`src/rtl/hs_arb_pkg.sv`:
```
// Shared arbitration types and helpers.
//   arb_state_e : grant-lock state (IDLE / LOCK)
//   rr_pick_t   : result of a circular priority search (found flag + index)
//   rr_pick()   : first set bit of valid_vec at or after ptr, wrapping at num_req
package hs_arb_pkg;

  localparam int unsigned MAX_REQ    = 32;
  localparam int unsigned PICK_IDX_W = $clog2(MAX_REQ);

  typedef enum logic {
    ST_IDLE = 1'b0,
    ST_LOCK = 1'b1
  } arb_state_e;

  typedef struct packed {
    logic                  found;
    logic [PICK_IDX_W-1:0] idx;
  } rr_pick_t;

  // Circular search; only the first num_req bits of valid_vec take part.
  function automatic rr_pick_t rr_pick(input logic [MAX_REQ-1:0] valid_vec,
                                       input int unsigned        num_req,
                                       input int unsigned        ptr);
    rr_pick_t    res;
    int unsigned cand;
    res = '0;
    for (int unsigned i = 0; i < MAX_REQ; i++) begin
      cand = ptr + i;
      if (cand >= num_req) begin
        cand = cand - num_req;
      end
      if ((i < num_req) && !res.found && valid_vec[cand[PICK_IDX_W-1:0]]) begin
        res.found = 1'b1;
        res.idx   = cand[PICK_IDX_W-1:0];
      end
    end
    return res;
  endfunction

endpackage

```
`src/rtl/hs_rr_arbiter_if.sv`:
```
// Requester-side and output-side handshake bundle of hs_rr_arbiter.
//   req_valid_i/req_last_i/req_data_i/req_ready_o : per-requester streams
//   valid_o/data_o/last_o/src_o/ready_i            : registered output stage
//   busy_o                                         : packet lock held
// slave modport is the arbiter's view; master is the environment's view.
interface hs_rr_arbiter_if #(
  parameter int unsigned NUM_REQ = 4,
  parameter int unsigned DATA_W  = 8
);
  localparam int unsigned SRC_W = $clog2(NUM_REQ);

  logic [NUM_REQ-1:0]        req_valid_i;
  logic [NUM_REQ-1:0]        req_last_i;
  logic [NUM_REQ*DATA_W-1:0] req_data_i;
  logic [NUM_REQ-1:0]        req_ready_o;
  logic                      valid_o;
  logic [DATA_W-1:0]         data_o;
  logic                      last_o;
  logic [SRC_W-1:0]          src_o;
  logic                      ready_i;
  logic                      busy_o;

  modport slave (
    input  req_valid_i, req_last_i, req_data_i, ready_i,
    output req_ready_o, valid_o, data_o, last_o, src_o, busy_o
  );

  modport master (
    output req_valid_i, req_last_i, req_data_i, ready_i,
    input  req_ready_o, valid_o, data_o, last_o, src_o, busy_o
  );

endinterface

```
`src/rtl/rr_priority_pick.sv`:
```
// Combinational circular priority encoder.
//   req         : request vector
//   ptr         : highest-priority index this cycle
//   grant_oh_c  : one-hot grant (zero when nothing requests)
//   grant_idx_c : binary index of the grant
//   found_c     : at least one request present
module rr_priority_pick
  import hs_arb_pkg::*;
#(
  parameter  int unsigned NUM_REQ = 4,
  localparam int unsigned SRC_W   = $clog2(NUM_REQ)
) (
  input  logic [NUM_REQ-1:0] req,
  input  logic [SRC_W-1:0]   ptr,
  output logic [NUM_REQ-1:0] grant_oh_c,
  output logic [SRC_W-1:0]   grant_idx_c,
  output logic               found_c
);

  rr_pick_t pick_c;

  always_comb begin
    pick_c      = rr_pick(MAX_REQ'(req), NUM_REQ, 32'(ptr));
    found_c     = pick_c.found;
    grant_idx_c = SRC_W'(pick_c.idx);
    grant_oh_c  = '0;
    if (pick_c.found) begin
      grant_oh_c[grant_idx_c] = 1'b1;
    end
  end

endmodule

```
`src/rtl/hs_rr_arbiter.sv`:
```
// Round-robin packet arbiter feeding one registered valid/ready stage.
//   clk, rst : clock, asynchronous active-high reset
//   bus      : hs_rr_arbiter_if.slave (requester streams, output stage, busy)
// A grant is held from the first to the last beat of a packet; priority then
// moves to the requester after the one that finished.
module hs_rr_arbiter
  import hs_arb_pkg::*;
#(
  parameter  int unsigned NUM_REQ = 4,
  parameter  int unsigned DATA_W  = 8,
  localparam int unsigned SRC_W   = $clog2(NUM_REQ)
) (
  input  logic          clk,
  input  logic          rst,
  hs_rr_arbiter_if.slave bus
);

  arb_state_e         state_q;
  logic [SRC_W-1:0]   ptr_q;
  logic [SRC_W-1:0]   owner_q;
  logic               busy_q;
  logic               valid_q;
  logic [DATA_W-1:0]  data_q;
  logic               last_q;
  logic [SRC_W-1:0]   src_q;

  logic [NUM_REQ-1:0] pick_oh_c;
  logic [SRC_W-1:0]   pick_idx_c;
  logic               pick_found_c;

  logic               space_c;
  logic [SRC_W-1:0]   grant_c;
  logic [NUM_REQ-1:0] ready_c;
  logic               accept_c;
  logic               beat_last_c;
  logic [DATA_W-1:0]  beat_data_c;

  // Explicit wrap so non-power-of-two requester counts stay in range.
  function automatic logic [SRC_W-1:0] wrap_inc(input logic [SRC_W-1:0] idx);
    return (idx == SRC_W'(NUM_REQ - 1)) ? '0 : idx + SRC_W'(1);
  endfunction

  rr_priority_pick #(
    .NUM_REQ (NUM_REQ)
  ) u_pick (
    .req         (bus.req_valid_i),
    .ptr         (ptr_q),
    .grant_oh_c  (pick_oh_c),
    .grant_idx_c (pick_idx_c),
    .found_c     (pick_found_c)
  );

  // Grant selection and handshake; the owner keeps ready while locked even
  // with its valid low, so a stalled owner simply idles the stage.
  always_comb begin
    space_c     = !valid_q || bus.ready_i;
    grant_c     = pick_idx_c;
    ready_c     = '0;
    beat_last_c = 1'b0;
    beat_data_c = '0;
    if (state_q == ST_LOCK) begin
      grant_c = owner_q;
      if (!rst && space_c) begin
        ready_c[owner_q] = 1'b1;
      end
    end else if (!rst && space_c && pick_found_c) begin
      ready_c = pick_oh_c;
    end
    for (int unsigned k = 0; k < NUM_REQ; k++) begin
      if (grant_c == SRC_W'(k)) begin
        beat_last_c = bus.req_last_i[k];
        beat_data_c = bus.req_data_i[k*DATA_W +: DATA_W];
      end
    end
    accept_c = |(ready_c & bus.req_valid_i);
  end

  // Lock state, priority pointer and output stage.
  always_ff @(posedge clk or posedge rst) begin
    if (rst) begin
      state_q <= ST_IDLE;
      ptr_q   <= '0;
      owner_q <= '0;
      busy_q  <= 1'b0;
      valid_q <= 1'b0;
      data_q  <= '0;
      last_q  <= 1'b0;
      src_q   <= '0;
    end else begin
      if (accept_c) begin
        valid_q <= 1'b1;
        data_q  <= beat_data_c;
        last_q  <= beat_last_c;
        src_q   <= grant_c;
      end else if (bus.ready_i) begin
        valid_q <= 1'b0;
      end

      case (state_q)
        ST_IDLE: begin
          if (accept_c) begin
            if (beat_last_c) begin
              ptr_q <= wrap_inc(grant_c);
            end else begin
              state_q <= ST_LOCK;
              owner_q <= grant_c;
              busy_q  <= 1'b1;
            end
          end
        end
        ST_LOCK: begin
          if (accept_c && beat_last_c) begin
            state_q <= ST_IDLE;
            busy_q  <= 1'b0;
            ptr_q   <= wrap_inc(owner_q);
          end
        end
      endcase
    end
  end

  assign bus.req_ready_o = ready_c;
  assign bus.valid_o     = valid_q;
  assign bus.data_o      = data_q;
  assign bus.last_o      = last_q;
  assign bus.src_o       = src_q;
  assign bus.busy_o      = busy_q;

endmodule

```
`src/flat_wrapper.sv`:
```
// flat-port wrapper written by rule: the top's interface ports become plain ports
module hs_rr_arbiter_flat import hs_arb_pkg::*;
#(
  parameter  int unsigned NUM_REQ = 4,
  parameter  int unsigned DATA_W  = 8,
  localparam int unsigned SRC_W   = $clog2(NUM_REQ)
)
  (clk, rst, bus_req_valid_i, bus_req_last_i, bus_req_data_i, bus_ready_i, bus_req_ready_o, bus_valid_o, bus_data_o, bus_last_o, bus_src_o, bus_busy_o);
  hs_rr_arbiter_if #(.NUM_REQ(NUM_REQ), .DATA_W(DATA_W)) bus_i ();
  input  logic clk;
  input  logic rst;
  input wire logic [$bits(bus_i.req_valid_i)-1:0] bus_req_valid_i;
  input wire logic [$bits(bus_i.req_last_i)-1:0] bus_req_last_i;
  input wire logic [$bits(bus_i.req_data_i)-1:0] bus_req_data_i;
  input wire logic [$bits(bus_i.ready_i)-1:0] bus_ready_i;
  output wire logic [$bits(bus_i.req_ready_o)-1:0] bus_req_ready_o;
  output wire logic [$bits(bus_i.valid_o)-1:0] bus_valid_o;
  output wire logic [$bits(bus_i.data_o)-1:0] bus_data_o;
  output wire logic [$bits(bus_i.last_o)-1:0] bus_last_o;
  output wire logic [$bits(bus_i.src_o)-1:0] bus_src_o;
  output wire logic [$bits(bus_i.busy_o)-1:0] bus_busy_o;
  assign bus_i.req_valid_i = bus_req_valid_i;
  assign bus_i.req_last_i = bus_req_last_i;
  assign bus_i.req_data_i = bus_req_data_i;
  assign bus_i.ready_i = bus_ready_i;
  assign bus_req_ready_o = bus_i.req_ready_o;
  assign bus_valid_o = bus_i.valid_o;
  assign bus_data_o = bus_i.data_o;
  assign bus_last_o = bus_i.last_o;
  assign bus_src_o = bus_i.src_o;
  assign bus_busy_o = bus_i.busy_o;
  hs_rr_arbiter #(.NUM_REQ(NUM_REQ), .DATA_W(DATA_W)) u_core (.clk(clk), .rst(rst), .bus(bus_i));
endmodule
```
`config.mk`:
```
export PLATFORM = sky130hd
export DESIGN_NAME = hs_rr_arbiter_flat
export DESIGN_NICKNAME = d
export VERILOG_FILES = /design/src/rtl/hs_arb_pkg.sv /design/src/rtl/hs_rr_arbiter_if.sv /design/src/rtl/rr_priority_pick.sv /design/src/rtl/hs_rr_arbiter.sv /design/src/flat_wrapper.sv
export SDC_FILE = /design/constraint.sdc
export NUM_CORES = 1
export LEC_CHECK = 0
export ABC_AREA = 1
export BUFFER_PORTS_ARGS = -buffer_cell sky130_fd_sc_hd__clkbuf_2
export CORE_UTILIZATION = 45
export DETAILED_ROUTE_END_ITERATION = 8
export PLACE_DENSITY = 0.78
export RECOVER_POWER = 25
export SLEW_MARGIN = 20
export SYNTH_ARGS = -nofsm -noshare
export SYNTH_HDL_FRONTEND = slang
export SYNTH_SLANG_ARGS = --single-unit
```
`constraint.sdc`:
```
create_clock -name clk -period 8.1 [get_ports clk]
set_input_delay 0.405 -clock clk [delete_from_list [all_inputs] [get_ports clk]]
set_output_delay 0.405 -clock clk [all_outputs]
set_load 0.02 [all_outputs]
```
# After elaboration in Yosys (flattened, before gate mapping)
# Index checks and enable logic that the tools add are counted.
dict set report word_totals {
  register_bits 18
  elab_cells 109
  in_bits 43
}
dict set report classes {
  add_sub_neg 9
  n_mux 49
  n_reduce_logical 20
  n_bitwise 3
  magnitude_cmp 12
  eq_ne 8
}
# op n
set op_table {}
lappend op_table {{8-bit two-way mux} 4}
lappend op_table {{5-bit by 6-bit < comparator with 1-bit output (second input constant)} 4}
lappend op_table {{6-bit two-way mux} 4}
lappend op_table {{1-bit binary-select mux with 5-bit select} 4}
lappend op_table {{5-bit two-way mux} 4}
lappend op_table {{1-bit two-way mux} 18}
lappend op_table {{4-bit two-way mux} 4}
lappend op_table {{2-bit two-way mux} 6}
lappend op_table {{3-bit by 3-bit subtractor with 4-bit output (second input constant)} 3}
lappend op_table {{3-bit greater-or-equal comparator (second input constant)} 3}
lappend op_table {{3-bit AND reduction} 3}
lappend op_table {{1-bit logical AND} 8}
lappend op_table {{2-bit by 2-bit adder with 3-bit output (second input constant)} 2}
lappend op_table {{2-bit == test (second input constant)} 3}
lappend op_table {{2-bit by 3-bit < comparator with 1-bit output (second input constant)} 2}
lappend op_table {{1-bit zero test} 5}
lappend op_table {{2-bit by 1-bit adder with 2-bit output (second input constant)} 2}
lappend op_table {{4-bit bitwise AND} 1}
lappend op_table {{1-bit demux with 2-bit select} 2}
lappend op_table {{2-bit by 1-bit greater-or-equal comparator with 1-bit output (second input constant)} 2}
lappend op_table {{2-bit by 1-bit != test with 1-bit output (second input constant)} 2}
lappend op_table {{2-bit != test (second input constant)} 2}
lappend op_table {{1-bit one-hot mux with 2 select lines} 2}
lappend op_table {{2-bit one-hot mux with 2 select lines} 1}
lappend op_table {{9 further kinds} 10}

# Longest topological paths before layout
dict set report logic_depth {
  depth_word 26
  mapped_depth 26
  mapped_depth_nobuf 24
}

# By module
# A second synthesis with hierarchy kept.
dict set report hier_totals {
  hier_cells 257
  area_unflattened_um2 1785.5
}
# mod area_per_inst_um2 n_inst cells_each seq_area_each_um2
set by_module_without_submodules {}
lappend by_module_without_submodules {hs_rr_arbiter 1376.3 1 191 450.4}
lappend by_module_without_submodules {rr_priority_pick 409.1 1 66 0.0}

# Least setup slack after synthesis
# OpenSTA, ideal clock, no wires.
dict set report synth_path {
  path_type {reg2reg}
  from {register u_core.ptr_q[0]}
  to {register u_core.busy_q, in the netlist u_core.bus.busy_o}
  setup_time_ns 0.113
  t_arrival_ns 3.247
  slack_ns 4.740
  path_stages_with_launch 26
  path_buffers 2
  required_ns 7.987
  path_cell_list {dfrtp_1 buf_6 inv_4 ha_1 inv_1 nand3_1 inv_1 nor2_1 nand3_1 nand2_1 nor2_2 nand2_2 inv_1 nor2_1 a21oi_1 inv_1 ha_1 clkbuf_1 inv_1 nor2_1 o31ai_1 nor2_1 o21ai_2 nand2_1 nand2_1 inv_1}
}
dict set report synth_via {
  word_cells_on_any_way 58
  cone_classes {add/sub: 7; order compare: 6; eq/ne: 6; mux: 26; bitwise: 1; reduce/logical: 12}
}
# item line
set synth_rtl {}
lappend synth_rtl {{start: declaration} hs_rr_arbiter.sv:19} ;# logic [SRC_W-1:0] ptr_q;
lappend synth_rtl {{start signal: assignment} hs_rr_arbiter.sv:103} ;# ptr_q <= wrap_inc(grant_c);
lappend synth_rtl {{start signal: assignment} hs_rr_arbiter.sv:115} ;# ptr_q <= wrap_inc(owner_q);
lappend synth_rtl {{parallel branches: the longest is 13 deep, another holds 3-bit by 3-bit subtractor with 4-bit output} -}
lappend synth_rtl {{6-bit two-way mux *} hs_arb_pkg.sv:32} ;# if ((i < num_req) && !res.found && valid_vec[cand[PICK_IDX_W-1:0]]) begin
lappend synth_rtl {{2-bit two-way mux *} hs_rr_arbiter.sv:61} ;# if (state_q == ST_LOCK) begin
lappend synth_rtl {{net u_core.grant_c[1]} hs_rr_arbiter.sv:32} ;# logic [SRC_W-1:0] grant_c;
lappend synth_rtl {{2-bit zero test} hs_rr_arbiter.sv:70} ;# if (grant_c == SRC_W'(k)) begin
lappend synth_rtl {{1-bit two-way mux (3 in series)} hs_rr_arbiter.sv:70}
lappend synth_rtl {{1-bit two-way mux *} hs_rr_arbiter.sv:70}
lappend synth_rtl {{1-bit logical AND} hs_rr_arbiter.sv:112} ;# if (accept_c && beat_last_c) begin
lappend synth_rtl {{2-bit != test (no line)} -}
lappend synth_rtl {{3-bit AND reduction (no line) *} -}
lappend synth_rtl {{end signal: assignment} hs_rr_arbiter.sv:84} ;# busy_q <= 1'b0;
lappend synth_rtl {{end signal: assignment} hs_rr_arbiter.sv:107} ;# busy_q <= 1'b1;
lappend synth_rtl {{end signal: assignment} hs_rr_arbiter.sv:114} ;# busy_q <= 1'b0;
lappend synth_rtl {{end: declaration} hs_rr_arbiter.sv:21} ;# logic busy_q;
# Mark *: on every way through the listed nets, which the timed path passes. The select of a mux whose other input is x is not followed.
# A chain may end at the register's enable or synchronous reset.

# Worst setup path after layout
# Ends and elaborated chain as after synthesis.

==> impl_metrics.env <==
export IMPL_yosys_warnings=0
export IMPL_setup_tns_ns=0
export IMPL_hold_viol_final=0
export IMPL_setup_violations=0
export IMPL_cts_root_buf="clkbuf_4"
export IMPL_synth_cells=245
export IMPL_synth_cell_types=27
export IMPL_postLayoutCellArea_um2=1940
export IMPL_nets=355
export IMPL_cts_tree="built"
export IMPL_ys_seq_elements=18
export IMPL_syn_area_um2=1610
export IMPL_fmax_ghz=0.257
export IMPL_drtIter0Drc=53
export IMPL_max_slew_margin=0.540
export IMPL_antenna_found_initial=0
export IMPL_cp_required_ns=8.30
export IMPL_avgViaCountPerCell=4.82
export IMPL_firstDrtPassIters=4
export IMPL_syn2layout_area_growth_pct=20.7
export IMPL_power_leakage_nw=1.12
export IMPL_rows=21
export IMPL_grt_pass1_wl_mm=5.52
export IMPL_die_width_um=61.7
export IMPL_postCtsHoldBufs=0
export IMPL_routedWlPerCell_um=10.4
export IMPL_grt_usage=0.195
export IMPL_dr_wl_met3_um=186
export IMPL_route_detailed_drc=0
export IMPL_status="finished, final reports clean"
export IMPL_rsz0062_at_grt="no"
export IMPL_vdd_drop_max_mv=0.248
export IMPL_start_util=0.474
export IMPL_post_cts_buffers=0
export IMPL_timing_final_max_slew_violations=0
export IMPL_n_antenna_cell=0
export IMPL_overflow=0
export IMPL_cts_resized=0
export IMPL_die_area_um2=3810
export IMPL_syn_nets=300
export IMPL_cts_made_buffers=3
export IMPL_critPathKind="reg -> reg"
export IMPL_htree_levels=1
export IMPL_port_buffers=59
export IMPL_postRouteWirelength_mm=3.58
export IMPL_worst_pin_slew_ns=0.683
export IMPL_place_detailed_hpwl_mm=2.97
export IMPL_final_layout_size_suffix_gt1_frac=0.294
export IMPL_design_core_area_um2=3390
export IMPL_top_layer_used="met4"
export IMPL_clk_pin_slew_ns=0.10
export IMPL_synth_avg_cell_area_um2=6.55
export IMPL_finalCritPeriodShare=0.481
export IMPL_critPathArrivalTime_ns=4.10
export IMPL_placed_area_um2=1900
export IMPL_layout_commonest_cell="nand2_1"
export IMPL_vias=1663
export IMPL_clock_skew_ns=0.00177
export IMPL_route_met2_wl_mm=1.65
export IMPL_num_io_pins=60
export IMPL_path_max_fanout=11
export IMPL_wl_met1_mm=1.70
export IMPL_clock_sinks=18
export IMPL_fillCellCount=335
export IMPL_finalCriticalPeriod_ns=3.89
export IMPL_cap_violations=0
export IMPL_layout_common_cells="87 x nand2_1, 59 x clkbuf_2, 23 x o21ai_0, 22 x inv_1, 19 x nand3_1"
export IMPL_end_kind="flip-flop"
export IMPL_grt_max_degree=20
export IMPL_routabilityCongestion=0.866
export IMPL_hold_class="in -> async"
export IMPL_yosysSeqAreaShare=0.281
export IMPL_cts_buffer_depth=2
export IMPL_die_h_um=61.7
export IMPL_start_kind="flip-flop"
export IMPL_grt_pass1_vias=1264
export IMPL_ant_nets=0
export IMPL_worst_skew_pair_late_latency_ns=0.29
export IMPL_power_density_nw_per_um2=468
==> critical path, stage by stage, from the launching register on <==
cell     delay, ns
dfrtp_1       0.59
inv_4         0.08
ha_1          0.34
inv_1         0.12
nand3_1       0.13
inv_1         0.07
nor2_1        0.05
nand3_1       0.06
nand2_1       0.06
nor2_2        0.13
nand2_2       0.09
inv_1         0.08
nor2_1        0.04
a21oi_1       0.26
inv_1         0.12
ha_1          0.31
inv_1         0.22
nor2_1        0.06
o31ai_1       0.49
nor2_1        0.13
o21ai_2       0.14
nand2_1       0.09
nand2_1       0.07
inv_1         0.04
==> path summary, 6_finish.rpt <==
| kind | from | endpoint | slack [ns] | depth (start not counted) |
|---|---|---|---|---|
| max in group asynchronous | rst | u_core.bus.data_o[3] | 7.50 | 2 |
| hold reg to reg | u_core.bus.last_o | u_core.bus.last_o | 0.48 | 2 |
| setup reg to reg | u_core.ptr_q[0] | u_core.bus.busy_o | 4.21 | 23 |
| hold / removal | rst | u_core.bus.data_o[7] | 0.18 | 2 |
| setup / recovery | u_core.ptr_q[0] | u_core.bus.busy_o | 4.21 | 23 |
| min in group clk | bus_ready_i | u_core.bus.valid_o | 0.28 | 2 |
==> flip-flops by register name (all words and copies together), names as in the netlist <==
name                count
u_core.ptr_q            2
u_core.bus.src_o        2
u_core.bus.last_o       1
u_core.owner_q          2
u_core.bus.data_o       8
u_core.state_q          1
u_core.bus.valid_o      1
u_core.bus.busy_o       1
==> final cells by class <==
cell class / count / area (um2) / share of cell area
well taps: 46 / 57.6 / 0.0297
multi-input cells: 189 / 987 / 0.509
clock buffers: 4 / 36.3 / 0.0187
inverters: 29 / 111 / 0.0575
repair buffers: 59 / 295 / 0.152
flip-flops and latches: 18 / 450 / 0.232
==> power breakdown <==
| group | total [mW] | leakage, nW | switching [mW] | internal [mW] |
|---|---|---|---|---|
| registers | 0.171 | 0.226 | 0.0382 | 0.133 |
| logic | 0.682 | 0.874 | 0.454 | 0.228 |
| clock network | 0.0546 | 0.0210 | 0.0272 | 0.0274 |
==> cell families (layout without fill, tap and decap cells) <==
logic type	count (synthesis)	count (layout)	synth area share
simple gates	133	133	0.369
flops	18	18	0.281
fa+ha+maj	12	12	0.0935
compound gates	44	44	0.153
buf+inv	38	92	0.104
==> routing by layer <==
| layer | GRT usage | vias to the layer above |
|---|---|---|
| li1 | - | 888 |
| met2 | 0.303 | 48 |
| met4 | 0.0571 | 0 |
| met5 | 0 | - |
| met1 | 0.284 | 723 |
| met3 | 0.0248 | 4 |
==> synth_stat cells <==
cell type	count	area share
a31oi_1	1	0.0039
inv_4	1	0.0039
clkinv_1	2	0.0047
a21oi_1	11	0.034
nand3_2	4	0.025
nand4_1	2	0.0078
nand2_4	1	0.0070
o31ai_1	1	0.0047
o21ai_1	2	0.0062
inv_1	22	0.051
a21boi_0	1	0.0047
o21ai_2	2	0.011
nor3b_1	1	0.0047
ha_1	12	0.094
dfrtp_1	18	0.28
buf_6	3	0.021
nor2_1	8	0.019
a21oi_2	1	0.0055
nand2_1	87	0.20
o22ai_1	1	0.0039
inv_2	4	0.0094
o21ai_0	23	0.072
clkbuf_1	6	0.014
nand3_1	19	0.059
nand2_2	8	0.031
nor2_2	3	0.012
o21bai_2	1	0.0070
==> metrics by stage <==
step	setup WS, ns	total power, mW	cells	util	hold WS (ns)
after floorplan	4.74	0.722	245	-	0.349
after global placement	4.45	0.846	341	0.561	0.457
after detailed placement	4.28	0.852	341	0.561	0.462
after CTS	4.23	0.912	345	0.572	0.197
after global routing	3.84	1.02	345	0.572	0.237
final	4.21	0.908	345	0.572	0.177
No activity file was read; power rests on OpenSTA's default activity.
